<file path="src/rtl/exec_sequencer.sv">
// Single-issue execute sequencer: IDLE -> READ -> EXEC -> WB, steering the
// register array and ALU for one instruction at a time, freezable by halt.
module exec_sequencer #(
  parameter int              REG_AW = 6,
  parameter int              DATA_W = 8,
  parameter int              OP_W   = 4,
  parameter logic [OP_W-1:0] CMP_OP = 4'hF
) (
  input  logic                     clk,
  input  logic                     rst_n,
  input  logic                     in_valid,
  input  logic [OP_W+3*REG_AW-1:0] in_instr,
  output logic                     in_ready,
  input  logic                     halt,
  input  logic [DATA_W-1:0]        alu_out,
  input  logic [2:0]               alu_flags,
  output logic                     en,
  output logic                     we,
  output logic [REG_AW-1:0]        sela,
  output logic [REG_AW-1:0]        selb,
  output logic [DATA_W-1:0]        write,
  output logic [OP_W-1:0]          alu_sel,
  output logic [2:0]               flags_q,
  output logic                     busy,
  output logic                     done
);

  typedef enum logic [1:0] {
    S_IDLE = 2'd0,
    S_READ = 2'd1,
    S_EXEC = 2'd2,
    S_WB   = 2'd3
  } state_t;

  state_t            r_state;
  logic [OP_W-1:0]   r_op;
  logic [REG_AW-1:0] r_dest;
  logic [REG_AW-1:0] r_srca;
  logic [REG_AW-1:0] r_srcb;
  logic [2:0]        r_flags;
  logic              r_done;
  logic              w_cmp;

  assign w_cmp = (r_op == CMP_OP);

  // Every transition is gated by !halt so a freeze never skips or repeats a cycle.
  always_ff @(posedge clk or negedge rst_n) begin
    if (!rst_n) begin
      r_state <= S_IDLE;
      r_op    <= '0;
      r_dest  <= '0;
      r_srca  <= '0;
      r_srcb  <= '0;
      r_flags <= '0;
      r_done  <= 1'b0;
    end else begin
      r_done <= 1'b0;
      if (!halt) begin
        case (r_state)
          S_IDLE: begin
            if (in_valid) begin
              r_op    <= in_instr[OP_W+3*REG_AW-1 -: OP_W];
              r_dest  <= in_instr[3*REG_AW-1 -: REG_AW];
              r_srca  <= in_instr[2*REG_AW-1 -: REG_AW];
              r_srcb  <= in_instr[REG_AW-1:0];
              r_state <= S_READ;
            end
          end
          S_READ: r_state <= S_EXEC;
          S_EXEC: r_state <= S_WB;
          S_WB: begin
            r_flags <= alu_flags;
            r_done  <= 1'b1;
            r_state <= S_IDLE;
          end
          default: r_state <= S_IDLE;
        endcase
      end
    end
  end

  // Datapath steering decoded from the registered state; halt only masks the strobes.
  always_comb begin
    en      = 1'b0;
    we      = 1'b0;
    sela    = '0;
    selb    = '0;
    write   = '0;
    alu_sel = '0;
    case (r_state)
      S_READ: begin
        en   = 1'b1;
        sela = r_srca;
        selb = r_srcb;
      end
      S_EXEC: begin
        en      = 1'b1;
        sela    = r_srca;
        selb    = r_srcb;
        alu_sel = r_op;
      end
      S_WB: begin
        en   = 1'b1;
        selb = r_srcb;
        if (w_cmp) begin
          sela = r_srca;
        end else begin
          we    = 1'b1;
          sela  = r_dest;
          write = alu_out;
        end
      end
      default: ;
    endcase
    if (halt) begin
      en = 1'b0;
      we = 1'b0;
    end
  end

  assign in_ready = (r_state == S_IDLE) && !halt;
  assign busy     = (r_state != S_IDLE);
  assign done     = r_done;
  assign flags_q  = r_flags;

endmodule

</file>
<file path="config.mk">
export PLATFORM = sky130hd
export DESIGN_NAME = exec_sequencer
export DESIGN_NICKNAME = d
export VERILOG_FILES = /design/src/rtl/exec_sequencer.sv
export SDC_FILE = /design/constraint.sdc
export NUM_CORES = 1
export LEC_CHECK = 0
export CAP_MARGIN = 10
export CORE_ASPECT_RATIO = 1.2
export CORE_MARGIN = 3
export CORE_UTILIZATION = 44
export CTS_CLUSTER_SIZE = 16
export DETAILED_ROUTE_END_ITERATION = 10
export PLACE_DENSITY = 0.88
export SYNTH_ARGS = -nofsm -noshare
export SYNTH_HDL_FRONTEND = slang
export SYNTH_SLANG_ARGS = --single-unit
</file>
<file path="constraint.sdc">
create_clock -name clk -period 2.8 [get_ports clk]
set_clock_uncertainty 0.15 [all_clocks]
set_input_delay 0.56 -clock clk [delete_from_list [all_inputs] [get_ports clk]]
set_output_delay 0.56 -clock clk [all_outputs]
set_load 0.02 [all_outputs]
</file>
**Word level (Yosys, flattened, before mapping)**

Cells that the tools add are included.

- Output and inout bits: 32
- Word-level logic and storage cells: 37
- Input port bits: 37
- Register bits after elaboration: 28

- Bitwise operators: 1
- Muxes and demuxes: 15
- Reduce and logical (&&, ||, !) cells: 9
- Equality and inequality tests: 5

Operators by type and width:

| operator | count |
|---|---|
| 8-bit two-way mux | 2 |
| 6-bit two-way mux | 2 |
| 6-bit one-hot mux with 2 select lines | 1 |
| 2-bit one-hot mux with 4 select lines | 1 |
| 1-bit two-way mux | 7 |
| 2-bit equality test, second input constant | 2 |
| 4-bit equality test, second input constant | 1 |
| 4-bit two-way mux | 1 |
| 2-bit AND reduction | 2 |
| 3-bit AND reduction | 1 |
| 3-bit OR reduction | 1 |
| 2-bit by 1-bit equality test with 1-bit output, second input constant | 1 |
| 2-bit logical NOT | 1 |
| 2-bit two-way mux | 1 |
| 2-bit != test, second input constant | 1 |
| 2-bit nonzero test | 1 |
| 2-bit OR reduction | 1 |
| 1-bit logical AND | 1 |
| 1-bit logical NOT | 1 |
| 1-bit NOT | 1 |

**Longest topological paths before layout**

- Depth after elaboration: 4
- Gate-level depth with buffers: 6
- Mapped depth without buffers: 5

**Least setup slack after synthesis**

No wires, ideal clock.

- Kind: reg2out
- Start point: register r_state[1]
- End point: output sela[0]
- Buffers on the path: 1
- Cell stages (with the launch flop): 5
- Slack: 0.768 ns
- Data required time: 2.090 ns
- Data arrival time: 1.322 ns
- Cell sequence: dfrtp_1 -> ha_1 -> clkbuf_1 -> nand3_1 -> a31oi_1

- Cells in the longest elaborated chain, start to end: 3
- Elaborated cells between the ends (all ways): 5
- Those cells by class: eq/ne (3); mux (1); reduce/logical (1)

RTL lines:

| what | RTL line | RTL |
|---|---|---|
| from (decl) | 35 | `state_t r_state;` |
| from (signal assigned) | 49 | `r_state <= S_IDLE;` |
| from (signal assigned) | 66 | `r_state <= S_READ;` |
| from (signal assigned) | 69 | `S_READ: r_state <= S_EXEC;` |
| 2-bit equality test / 2-bit by 1-bit equality test with 1-bit output (equally long branches) | 90 | `case (r_state)` |
| 2-bit OR reduction (no line) | - |  |
| 6-bit one-hot mux with 2 select lines (*) | 90 |  |
| to (decl) | 19 | `output logic [REG_AW-1:0] sela,` |

Mark *: on every way between the ends. The rest lies on a longest branch, timed or not.

**Worst setup path in the final report**

- Start point: register r_state[1]
- End point: output we

- Cells in the longest elaborated chain, start to end: 3

RTL lines:

| what | RTL line | RTL |
|---|---|---|
| 2-bit equality test | 90 |  |
| 1-bit two-way mux | 90 |  |
| 1-bit two-way mux | 115 | `if (halt) begin` |
| to (decl) | 18 | `output logic we,` |

No other way between the ends.

==> results.json <==
{
  "synth.avg_cell_area_um2": 12.50,
  "multi_input_area_um2": 725.7,
  "ys.flop_type": "dfrtp_1",
  "p_sw_w": 0.0009845,
  "sw_frac_of_total_pct": 39.79,
  "ys_warn_count": 0,
  "drt-total-wl_mm": 3.794,
  "postCtsHoldBufs": 0,
  "cell_internal_pwr_w": 0.001490,
  "synth.top_cell.area_share_pct": 46.71,
  "hpwl_mm": 2.866,
  "synthSimpleGateAreaFrac_pct": 16.76,
  "cts_sinks": 28,
  "cts_buffers": 3,
  "gr-total-overflow": 0,
  "fp.dieArea_um2": 4149,
  "dr.pass1.iters": 6,
  "p_leak_nw": 1.089,
  "portBuffers": 68,
  "setup_viol": 0,
  "yosys-top-cells-area": "dfrtp_1, mux2_4, mux2_2",
  "synth_seq_cells": 28,
  "hp-class": "reg2reg",
  "timing.fmax_mhz": 372.3,
  "ant_nets": 0,
  "cp-end-kind": "output pin",
  "nets": 233,
  "cpPeakStageDelay_ps": 610,
  "critPathRequiredTime_ps": 2090,
  "synth_cell_types": 21,
  "crit_fanout": 11,
  "fin_area_um2": 2260,
  "fillers": 219,
  "path_class": "reg2out",
  "pwr-share-clk_pct": 8.1,
  "rsz0062_at_grt": "no",
  "tightest_slew_ps": 627.8,
  "drive_above_1_share_pct": 20.94,
  "post_synth_fa_ha_maj_area_fraction_pct": 3.336,
  "dpl.cell_count": 222,
  "p_comb_share_pct": 61.5,
  "syn_inst": 120,
  "synthTopCellsByCount": "dfrtp_1, mux2_4, nand3_1",
  "vias": 1212,
  "grt_pass1_vias": 1300,
  "period_needed_ps": 2686,
  "ys_seq_area_share_pct": 46.71,
  "regArea_um2": 700.7,
  "synth_compound_area_share_pct": 3.586,
  "syn_area_um2": 1500,
  "coreArea_um2": 3166,
  "cts_tree": "done",
  "wl_per_cell_um": 16.71,
  "drc": 0,
  "grt_pass1_wl_mm": 6.292,
  "cp_slowest_cell": "clkdlybuf4s50_1",
  "synth_largest_area_cell": "dfrtp_1",
  "area_growth_pct": 50.63,
  "async_flop_share_pct": 100.0,
  "rows": 22,
  "status": "finished clean",
  "io_pins": 69,
  "vias_per_cell": 5.339,
  "yosys.cell_count.top_type": "dfrtp_1",
  "syn-num-nets": 161,
  "stdcell_count": 227,
  "h-tree-depth": 1,
  "start_util_pct": 47.39,
  "synth_top_family_by_area": "multiplexers",
  "cp-start-kind": "register",
  "die_y_um": 69.97,
  "path_cells": "ha_1 -> buf_4 -> nor2b_1 -> and2_1 -> clkdlybuf4s50_1",
  "final-hold-violation-count": 0,
  "powerDensity_nw_per_um2": 1095,
  "whs_ps": 372.6,
  "power_frac_seq_pct": 30.5,
  "grt_max_degree": 23,
  "place.gp.congestion": 0.6868,
  "die_w_um": 59.31,
  "final.setup.tns_ps": 0,
  "clkSlewWorstSetupHoldPaths_ps": 140,
  "arrival_ps": 1980,
  "synth-xor-area-share_pct": 0,
  "fin_crit_sh_pct": 95.94,
  "clock_latency_ps": 330,
  "clock_path_buffers": 2,
  "globalRouteTotalUtil_pct": 19.93,
  "drt_first_iter_violations": 34,
  "placed_area_um2": 2202,
  "ctsRootBufferMaster": "clkbuf_4",
  "synth_enable_flop_cells": 0,
  "muxShareOfSynthArea_pct": 24.52,
  "p_total_w": 0.002474,
  "maxCapViolCount": 0,
  "antenna_found_initial": 0,
  "irDropWorstVdd_v": 0.0007034,
  "finalMaxSlewViolations": 0,
  "slew_headroom_pct": 58.02,
  "diodes": 0
}
## final timing paths
path	end	from	cells after the start	slack (ps)
min	flags_q[0]	flags_q[0]	1	370
max	we	r_state[1]	5	110
min reg2reg	flags_q[0]	flags_q[0]	1	370
max in group asynchronous	r_state[0]	rst_n	2	1420
max reg2reg	r_srcb[0]	r_state[0]	5	830
min in group asynchronous	r_srcb[5]	rst_n	1	440
## sequential cells by signal (all words and copies together) (netlist names)
register  flops
done          1
flags_q       3
r_dest        6
r_op          4
r_srca        6
r_srcb        6
r_state       2
## power by group through the flow
stage	clock (W)	sequential [W]	combinational, W
CTS	0.000204	0.000745	0.00153
floorplan	0	0.000743	0.000910
global placement	0	0.000736	0.00151
global route	0.000221	0.000780	0.00162
finish	0.000200	0.000754	0.00152
detailed placement	0	0.000750	0.00155
## cell families after synthesis
group | after synthesis
AND/OR/NAND/NOR | 43
multiplexers | 26
flip-flops | 28
buffers and inverters | 11
AO/OA/AOI/OAI | 8
adder cells (fa/ha/maj) | 4
## layout make-up
class	count	share of cell area, %
repair buffers	74	32.61
multi-input cells	81	32.12
flip-flops and latches	28	31.01
well taps	36	1.993
clock buffers	4	1.606
inverters	4	0.6645
## per-layer routing
layer,global-route usage (%),vias up,wire length [um]
met2,33.66,61,1972
li1,-,566,-
met4,9.320,0,90
met5,0,-,0
met3,4.621,6,330
met1,23.00,579,1401
## placed cells by master, fill, tap and decap left out, drive strengths merged
master / netlist / final
buf: 4 / 6
dfrtp: 28 / 28
and4: 1 / 1
inv: 4 / 4
mux2: 26 / 26
and2: 5 / 5
clkdlybuf4s50: 0 / 61
a21oi: 1 / 1
dlymetal6s2s: 0 / 2
ha: 4 / 4
nor2: 1 / 1
nor2b: 8 / 8
nand4: 1 / 1
nand3: 12 / 12
and3: 8 / 8
o32a: 1 / 1
clkbuf: 3 / 4
nand2: 7 / 7
a31oi: 6 / 6
dlygate4sd2: 0 / 5
## metrics by stage
stage | setup slack, ps | utilization, %
finish | 113.7 | 71.38
global route | 3.503 | 71.38
CTS | 6.801 | 71.23
detailed placement | 111.5 | 69.57
global placement | 131.4 | 69.57
floorplan | 768.2 | -
## worst max-delay path, delay by kind of cell, from the launching register on
kind                     cells  cell delay, ps
buffers and inverters        2             760
AND/OR/NAND/NOR              2             300
flip-flops                   1             410
adder cells (fa/ha/maj)      1             180
## what timing repair did
action,CTS,global route
resized for setup,6,2
gates cloned,0,0
buffers inserted,1,0
setup endpoints to repair,16,2
pin swaps,1,0
Power figures use the tool's default switching activity.
